### src/rtl/pipe_pkg.sv
// Shared types for the MEM/WB pipeline register: beat layout at the default
// core widths and the holding-state encoding of the elastic buffer.
package pipe_pkg;

  localparam int PIPE_DATA_W     = 32;
  localparam int PIPE_REG_ADDR_W = 5;

  typedef enum logic [1:0] {
    EMPTY = 2'd0,
    FULL  = 2'd1,
    SKID  = 2'd2
  } pipe_state_e;

  typedef struct packed {
    logic                       mem_write_en;
    logic                       mem_to_reg;
    logic                       reg_write;
    logic [PIPE_DATA_W-1:0]     alu_result;
    logic [PIPE_DATA_W-1:0]     read_data;
    logic [PIPE_REG_ADDR_W-1:0] rd_num;
  } mem_wb_t;

endpackage

### src/rtl/mem_wb_pipe_reg_if.sv
// MEM-to-WB handshake bundle. master = MEM/WB environment, slave = pipeline register.
interface mem_wb_pipe_reg_if #(
  parameter int DATA_W     = 32,
  parameter int REG_ADDR_W = 5
);

  logic                  flush;
  logic                  in_valid;
  logic                  in_ready;
  logic                  mem_write_en;
  logic                  mem_to_reg;
  logic                  reg_write;
  logic [DATA_W-1:0]     alu_result;
  logic [DATA_W-1:0]     read_data;
  logic [REG_ADDR_W-1:0] rd_num;

  logic                  out_valid;
  logic                  out_ready;
  logic                  mem_write_en_out;
  logic                  mem_to_reg_out;
  logic                  reg_write_out;
  logic [DATA_W-1:0]     alu_result_out;
  logic [DATA_W-1:0]     read_data_out;
  logic [REG_ADDR_W-1:0] rd_num_out;

  modport master (
    output flush, in_valid, mem_write_en, mem_to_reg, reg_write,
           alu_result, read_data, rd_num, out_ready,
    input  in_ready, out_valid, mem_write_en_out, mem_to_reg_out,
           reg_write_out, alu_result_out, read_data_out, rd_num_out
  );

  modport slave (
    input  flush, in_valid, mem_write_en, mem_to_reg, reg_write,
           alu_result, read_data, rd_num, out_ready,
    output in_ready, out_valid, mem_write_en_out, mem_to_reg_out,
           reg_write_out, alu_result_out, read_data_out, rd_num_out
  );

endinterface

### src/rtl/pipe_skid_buf.sv
// Generic 2-entry elastic buffer with flush. With SKID_EN the upstream ready is
// a flop, so no combinational path runs from out_ready back to in_ready.
module pipe_skid_buf
  import pipe_pkg::*;
#(
  parameter type T       = logic,
  parameter bit  SKID_EN = 1'b1
) (
  input  logic clk,
  input  logic rst_n,
  input  logic flush,
  input  logic in_valid,
  output logic in_ready,
  input  T     in_data,
  output logic out_valid,
  input  logic out_ready,
  output T     out_data
);

  pipe_state_e r_state;
  T            r_main;
  T            r_skid;
  logic        r_in_ready;

  logic        w_in_xfer;
  logic        w_out_xfer;

  assign out_valid  = (r_state != EMPTY);
  assign out_data   = r_main;
  assign in_ready   = SKID_EN ? r_in_ready : (out_ready | ~out_valid);
  assign w_in_xfer  = in_valid & in_ready;
  assign w_out_xfer = out_valid & out_ready;

  // NOTE: state flops use <= so every branch sees pre-edge values of r_main/r_skid.
  // NOTE: the data entries are reset too, so every held output reads 0 straight out of reset.
  always_ff @(posedge clk or negedge rst_n) begin
    if (!rst_n) begin
      r_state    <= EMPTY;
      r_main     <= '0;
      r_skid     <= '0;
      r_in_ready <= 1'b1;
    end else if (flush) begin
      // Data entries keep their contents; only occupancy is discarded.
      r_state    <= EMPTY;
      r_in_ready <= 1'b1;
    end else begin
      unique case (r_state)
        EMPTY: begin
          if (w_in_xfer) begin
            r_main  <= in_data;
            r_state <= FULL;
          end
        end
        FULL: begin
          if (w_in_xfer && w_out_xfer) begin
            r_main <= in_data;
          end else if (w_in_xfer && SKID_EN) begin
            r_skid     <= in_data;
            r_state    <= SKID;
            r_in_ready <= 1'b0;
          end else if (w_out_xfer) begin
            r_state <= EMPTY;
          end
        end
        SKID: begin
          if (w_out_xfer) begin
            r_main     <= r_skid;
            r_state    <= FULL;
            r_in_ready <= 1'b1;
          end
        end
        default: begin
          r_state    <= EMPTY;
          r_in_ready <= 1'b1;
        end
      endcase
    end
  end

endmodule

### src/rtl/mem_wb_pipe_reg.sv
// MEM/WB pipeline register: elastic hold of one MEM beat (plus optional skid entry)
// with write controls gated so a bubble or an x0 destination never writes.
module mem_wb_pipe_reg
  import pipe_pkg::*;
#(
  parameter int DATA_W     = 32,
  parameter int REG_ADDR_W = 5,
  parameter bit SKID_EN    = 1'b1,
  parameter bit X0_SQUASH  = 1'b1
) (
  input logic             clk,
  input logic             rst_n,
  mem_wb_pipe_reg_if.slave bus
);

  // Same layout as pipe_pkg::mem_wb_t, but sized by this instance's parameters.
  typedef struct packed {
    logic                  mem_write_en;
    logic                  mem_to_reg;
    logic                  reg_write;
    logic [DATA_W-1:0]     alu_result;
    logic [DATA_W-1:0]     read_data;
    logic [REG_ADDR_W-1:0] rd_num;
  } beat_t;

  beat_t w_in_beat;
  beat_t w_main;
  logic  w_out_valid;
  logic  w_x0_dest;

  assign w_in_beat.mem_write_en = bus.mem_write_en;
  assign w_in_beat.mem_to_reg   = bus.mem_to_reg;
  assign w_in_beat.reg_write    = bus.reg_write;
  assign w_in_beat.alu_result   = bus.alu_result;
  assign w_in_beat.read_data    = bus.read_data;
  assign w_in_beat.rd_num       = bus.rd_num;

  pipe_skid_buf #(
    .T       (beat_t),
    .SKID_EN (SKID_EN)
  ) u_skid (
    .clk       (clk),
    .rst_n     (rst_n),
    .flush     (bus.flush),
    .in_valid  (bus.in_valid),
    .in_ready  (bus.in_ready),
    .in_data   (w_in_beat),
    .out_valid (w_out_valid),
    .out_ready (bus.out_ready),
    .out_data  (w_main)
  );

  assign w_x0_dest = X0_SQUASH && (w_main.rd_num == '0);

  assign bus.out_valid        = w_out_valid;
  assign bus.mem_write_en_out = w_main.mem_write_en & w_out_valid;
  assign bus.reg_write_out    = w_main.reg_write & w_out_valid & ~w_x0_dest;
  assign bus.mem_to_reg_out   = w_main.mem_to_reg;
  assign bus.alu_result_out   = w_main.alu_result;
  assign bus.read_data_out    = w_main.read_data;
  assign bus.rd_num_out       = w_main.rd_num;

endmodule

### src/flat_wrapper.sv
// flat-port wrapper written by rule: the top's interface ports become plain ports
module mem_wb_pipe_reg_flat import pipe_pkg::*;
#(
  parameter int DATA_W     = 32,
  parameter int REG_ADDR_W = 5,
  parameter bit SKID_EN    = 1'b1,
  parameter bit X0_SQUASH  = 1'b1
)
  (clk, rst_n, bus_flush, bus_in_valid, bus_mem_write_en, bus_mem_to_reg, bus_reg_write, bus_alu_result, bus_read_data, bus_rd_num, bus_out_ready, bus_in_ready, bus_out_valid, bus_mem_write_en_out, bus_mem_to_reg_out, bus_reg_write_out, bus_alu_result_out, bus_read_data_out, bus_rd_num_out);
  mem_wb_pipe_reg_if #(.DATA_W(DATA_W), .REG_ADDR_W(REG_ADDR_W)) bus_i ();
  input logic clk;
  input logic rst_n;
  input wire logic [$bits(bus_i.flush)-1:0] bus_flush;
  input wire logic [$bits(bus_i.in_valid)-1:0] bus_in_valid;
  input wire logic [$bits(bus_i.mem_write_en)-1:0] bus_mem_write_en;
  input wire logic [$bits(bus_i.mem_to_reg)-1:0] bus_mem_to_reg;
  input wire logic [$bits(bus_i.reg_write)-1:0] bus_reg_write;
  input wire logic [$bits(bus_i.alu_result)-1:0] bus_alu_result;
  input wire logic [$bits(bus_i.read_data)-1:0] bus_read_data;
  input wire logic [$bits(bus_i.rd_num)-1:0] bus_rd_num;
  input wire logic [$bits(bus_i.out_ready)-1:0] bus_out_ready;
  output wire logic [$bits(bus_i.in_ready)-1:0] bus_in_ready;
  output wire logic [$bits(bus_i.out_valid)-1:0] bus_out_valid;
  output wire logic [$bits(bus_i.mem_write_en_out)-1:0] bus_mem_write_en_out;
  output wire logic [$bits(bus_i.mem_to_reg_out)-1:0] bus_mem_to_reg_out;
  output wire logic [$bits(bus_i.reg_write_out)-1:0] bus_reg_write_out;
  output wire logic [$bits(bus_i.alu_result_out)-1:0] bus_alu_result_out;
  output wire logic [$bits(bus_i.read_data_out)-1:0] bus_read_data_out;
  output wire logic [$bits(bus_i.rd_num_out)-1:0] bus_rd_num_out;
  assign bus_i.flush = bus_flush;
  assign bus_i.in_valid = bus_in_valid;
  assign bus_i.mem_write_en = bus_mem_write_en;
  assign bus_i.mem_to_reg = bus_mem_to_reg;
  assign bus_i.reg_write = bus_reg_write;
  assign bus_i.alu_result = bus_alu_result;
  assign bus_i.read_data = bus_read_data;
  assign bus_i.rd_num = bus_rd_num;
  assign bus_i.out_ready = bus_out_ready;
  assign bus_in_ready = bus_i.in_ready;
  assign bus_out_valid = bus_i.out_valid;
  assign bus_mem_write_en_out = bus_i.mem_write_en_out;
  assign bus_mem_to_reg_out = bus_i.mem_to_reg_out;
  assign bus_reg_write_out = bus_i.reg_write_out;
  assign bus_alu_result_out = bus_i.alu_result_out;
  assign bus_read_data_out = bus_i.read_data_out;
  assign bus_rd_num_out = bus_i.rd_num_out;
  mem_wb_pipe_reg #(.DATA_W(DATA_W), .REG_ADDR_W(REG_ADDR_W), .SKID_EN(SKID_EN), .X0_SQUASH(X0_SQUASH)) u_core (.clk(clk), .rst_n(rst_n), .bus(bus_i));
endmodule
### config.mk
export PLATFORM = sky130hd
export DESIGN_NAME = mem_wb_pipe_reg_flat
export DESIGN_NICKNAME = d
export VERILOG_FILES = /design/src/rtl/pipe_pkg.sv /design/src/rtl/mem_wb_pipe_reg_if.sv /design/src/rtl/pipe_skid_buf.sv /design/src/rtl/mem_wb_pipe_reg.sv /design/src/flat_wrapper.sv
export SDC_FILE = /design/constraint.sdc
export NUM_CORES = 1
export LEC_CHECK = 0
export ABC_AREA = 1
export ABC_CLOCK_PERIOD_IN_PS = 1500
export CORE_MARGIN = 5
export CORE_UTILIZATION = 46
export DETAILED_ROUTE_END_ITERATION = 10
export GPL_TIMING_DRIVEN = 0
export PLACE_DENSITY_LB_ADDON = 0.15
export SYNTH_ARGS = -nofsm -noshare
export SYNTH_HDL_FRONTEND = slang
export SYNTH_SLANG_ARGS = --single-unit
export TNS_END_PERCENT = 1
### constraint.sdc
create_clock -name clk -period 1.5 [get_ports clk]
set_clock_uncertainty 0.2 [all_clocks]
set_input_delay 0.15 -clock clk [delete_from_list [all_inputs] [get_ports clk]]
set_output_delay 0.15 -clock clk [all_outputs]
set_load 0.005 [all_outputs]
==> flow_summary_export.csv <==
group,metric,value,unit
status,outcome,"finished with violations",
status,violations,"setup timing",
timing,layout_setup_ws,-0.176,ns
timing,worst_pin_slew,0.483,ns
synthesis,synth_area_leaders,"dfrtp_1, nand2_1, buf_4, o21ai_0, inv_1",
synthesis,ys_types,18,
pwr,sw_frac_of_total,30.5,%
worst_hold_path,min_path_type,"in2async",
drt,viasPerCell,4.73,
critical_path,reg2reg_from,"u_core.u_skid.r_state[1]$_DFFE_PN0P_",
timing,fin_crit,1.68,ns
timing,whs,0.0460,ns
floorplanning,ios,151,
floorplanning,chipWidth,133,um
final_layout,area_growth,43.4,%
global_routing,antenna_found_initial,0,
synthesis,syn_inst,877,
placement,port_buffers,150,
timing,finalHoldViolCount,0,
timing,rsz0062_at_grt,"yes",
global_routing,grt_usage,20.5,%
drt,detail_route.wl_per_cell,14.1,um
drt,first_pass_iters,5,
clocking,cts_htree_levels,4,
synthesis,synth.top_cell.area_share,52.5,%
critical_path,arrival,1.82,ns
global_routing,grt_pass1_wl,29400,um
final_layout,drive_gt1_share,28.0,%
critical_path,cp_max_fo,10,
critical_path,criticalPathCategory,"reg2reg",
drt,postRouteAntennaNets,0,
pwr,pwr_density_cell,1830,mW/mm2
pwr,p_switching,5.58,mW
final_layout,fin_nets,1150,
synthesis,yosysWarnings,0,
pwr,fin_total_pwr,18.3,mW
clocking,root_buffer,"clkbuf_16",
drt,highest_layer,"met4",
synthesis,synthesis.nets,954,
clocking,clkTransAtPathRegs,0.06,ns
placement,dpl.hpwl,11800,um
synthesis,syn_area,0.00696,mm2
final_layout,regArea,0.00368,mm2
synthesis,ys_seq_area_share,52.9,%
drt,via_count,6027,
critical_path,endpoint_kind,"flip-flop",
clocking,cts_max_path_buffers,2,
pwr,clockPowerShare,23.9,%
drt,met2_length,8490,um
pwr,p_comb_share,40.0,%
floorplanning,dieArea,0.0177,mm2
pwr,internal_power,12.7,mW
floorplanning,start_util,46.3,%
critical_path,rr_worst_depth,7,
drt,routed_wl,17900,um
timing,setup_tns,-18.25,ns
pwr,p_leak,5.29,nW
floorplanning,core,0.0150,mm2
job,drv_cap,0,
drt,wl_met1,8140,um
drt,first_iter_violations,419,
drt,met3_length,1040,um
clocking,clock-sinks,147,
placement,gp_congestion,0.797,
final_layout,fill_cells,1308,
clocking,tritoncts,"yes",
timing,period_share,112,%
clocking,cts-buffers-inserted,17,
critical_path,worstReg2RegEnd,"u_core.u_skid.r_skid[24]$_DFFE_PN0P_",
pwr,ir_worst_vdd,0.864,mV
timing,slew_viol_final,0,
timing,fmax,597,MHz
global_routing,grt_pass1_vias,6022,
critical_path,critPathLaunchType,"flip-flop",
floorplanning,rows,45,
clocking,clkLatencyLatePin,0.42,ns
synthesis,synth.avg_cell_area,7.94,um2
synthesis,synth_top_area_cell,"dfrtp_1",
critical_path,cp.required,1.65,ns
synthesis,ys_seq_elements,147,
floorplanning,dieHeight,133,um
critical_path,r2r_setup_slack,-0.18,ns
timing,setup_viol,149,
global_routing,grt_max_degree,91,
final_layout,multiInputGateArea,0.00250,mm2
placement,pre_cts_slack,-0.604,ns
global_routing,grt_overflow,0,
pwr,seqPwrFrac,36.1,%
timing,slew_headroom,67.8,%
final_layout,insertedDiodeCount,0,
drt,drc,0,
## registers in the layout, summed over array words and instances (netlist names)
register,count
u_core.u_skid.r_skid,72
u_core.u_skid.in_ready,1
u_core.u_skid.r_state,2
u_core.u_skid.out_data,72
## stage by stage
stage / utilization, % / instance area [um2] / instances
after global routing: 66.4 / 9980 / 1273
after floorplan: - / 7020 / 877
after CTS: 64.2 / 9660 / 1269
after global placement: 58.3 / 8760 / 1215
after detailed placement: 58.5 / 8790 / 1216
final: 66.4 / 9980 / 1273
## cell type report
| type | count | area share, % |
|---|---|---|
| flip-flops and latches | 147 | 36.9 |
| well taps | 188 | 2.36 |
| inverters | 79 | 3.28 |
| multi-input cells | 539 | 25.1 |
| clock buffers | 22 | 4.85 |
| plain buffers | 113 | 9.78 |
| repair buffers | 176 | 16.5 |
| clock inverters | 9 | 1.28 |
## routing by layer
layer  up-vias  track usage (%)
met2       134             33.0
met4         0             6.52
met3        23             5.48
met1      2847             27.2
met5         -                0
li1       3023                -
## worst max-delay path by stage
stage	cells past startpoint	slack [ns]	start	to
global route	7	-0.24	u_core.u_skid.r_state[1]$_DFFE_PN0P_	u_core.u_skid.r_skid[39]$_DFFE_PN0P_
finish	7	-0.18	u_core.u_skid.r_state[1]$_DFFE_PN0P_	u_core.u_skid.r_skid[24]$_DFFE_PN0P_
CTS	5	-0.17	u_core.u_skid.r_state[0]$_DFFE_PN0P_	bus_reg_write_out
global placement	1	-6.07	rst_n	u_core.u_skid.out_data[30]$_DFFE_PN0P_
floorplan	7	-0.02	u_core.u_skid.r_state[1]$_DFFE_PN0P_	u_core.u_skid.r_skid[14]$_DFFE_PN0P_
detailed placement	8	-0.60	bus_out_ready	u_core.u_skid.out_data[11]$_DFFE_PN0P_
## synth_stat cells
master    count
nor3_1        1
o21a_1        1
buf_4        80
nand3_1       7
nand4_2       1
o21ai_0      96
nand2_2       2
dfrtp_1     146
dfstp_2       1
inv_1        76
nor2_1       51
a21oi_1      49
buf_2        16
nand2_1     326
o21ai_1       2
clkbuf_1     17
inv_2         3
o211ai_1      2
## power groups by stage
stage	Sequential, mW	Combinational [mW]	Clock [mW]
after detailed placement	6.67	6.62	0
after floorplan	6.47	3.78	0
after CTS	6.60	6.97	4.45
after global placement	6.66	6.49	0
final	6.61	7.31	4.37
after global routing	6.82	8.16	4.62
## worst max-delay path, stage by stage, from the launching register on
cell and delay [ns]:
dfrtp_2 0.43, inv_4 0.12, nand3_4 0.09, nor2_4 0.17, nand2_4 0.13, buf_12 0.17
buf_8 0.15, a21oi_2 0.14
## cell families after synthesis
| kind of cell | after synthesis | share of synthesized area, % |
|---|---|---|
| buffers and inverters | 192 | 15.0 |
| AO/OA/AOI/OAI | 150 | 10.9 |
| AND/OR/NAND/NOR | 388 | 21.3 |
| flip-flops | 147 | 52.9 |
## cell usage in the layout (no fill, tap or decap), drive strengths merged
master / instances
dfrtp: 146
nand3: 7
dlygate4sd3: 1
dfstp: 1
o21a: 1
a21oi: 49
inv: 78
dlygate4sd2: 1
nand2: 329
o21ai: 98
clkinvlp: 3
nand4: 1
buf: 191
bufinv: 3
nor3: 1
clkinv: 4
clkbuf: 43
nor2: 51
o211ai: 2
clkdlybuf4s50: 75
## timing repair
action                                  in CTS  in global routing
pin swaps                                    7                 14
cloned                                       1                  4
resized for setup                          237                 71
hold endpoints to repair                    57                  0
endpoints found under the setup margin     219                154
buffers inserted                            20                  0
hold buffers                                 1                  0
Power figures use the tool's default switching activity.
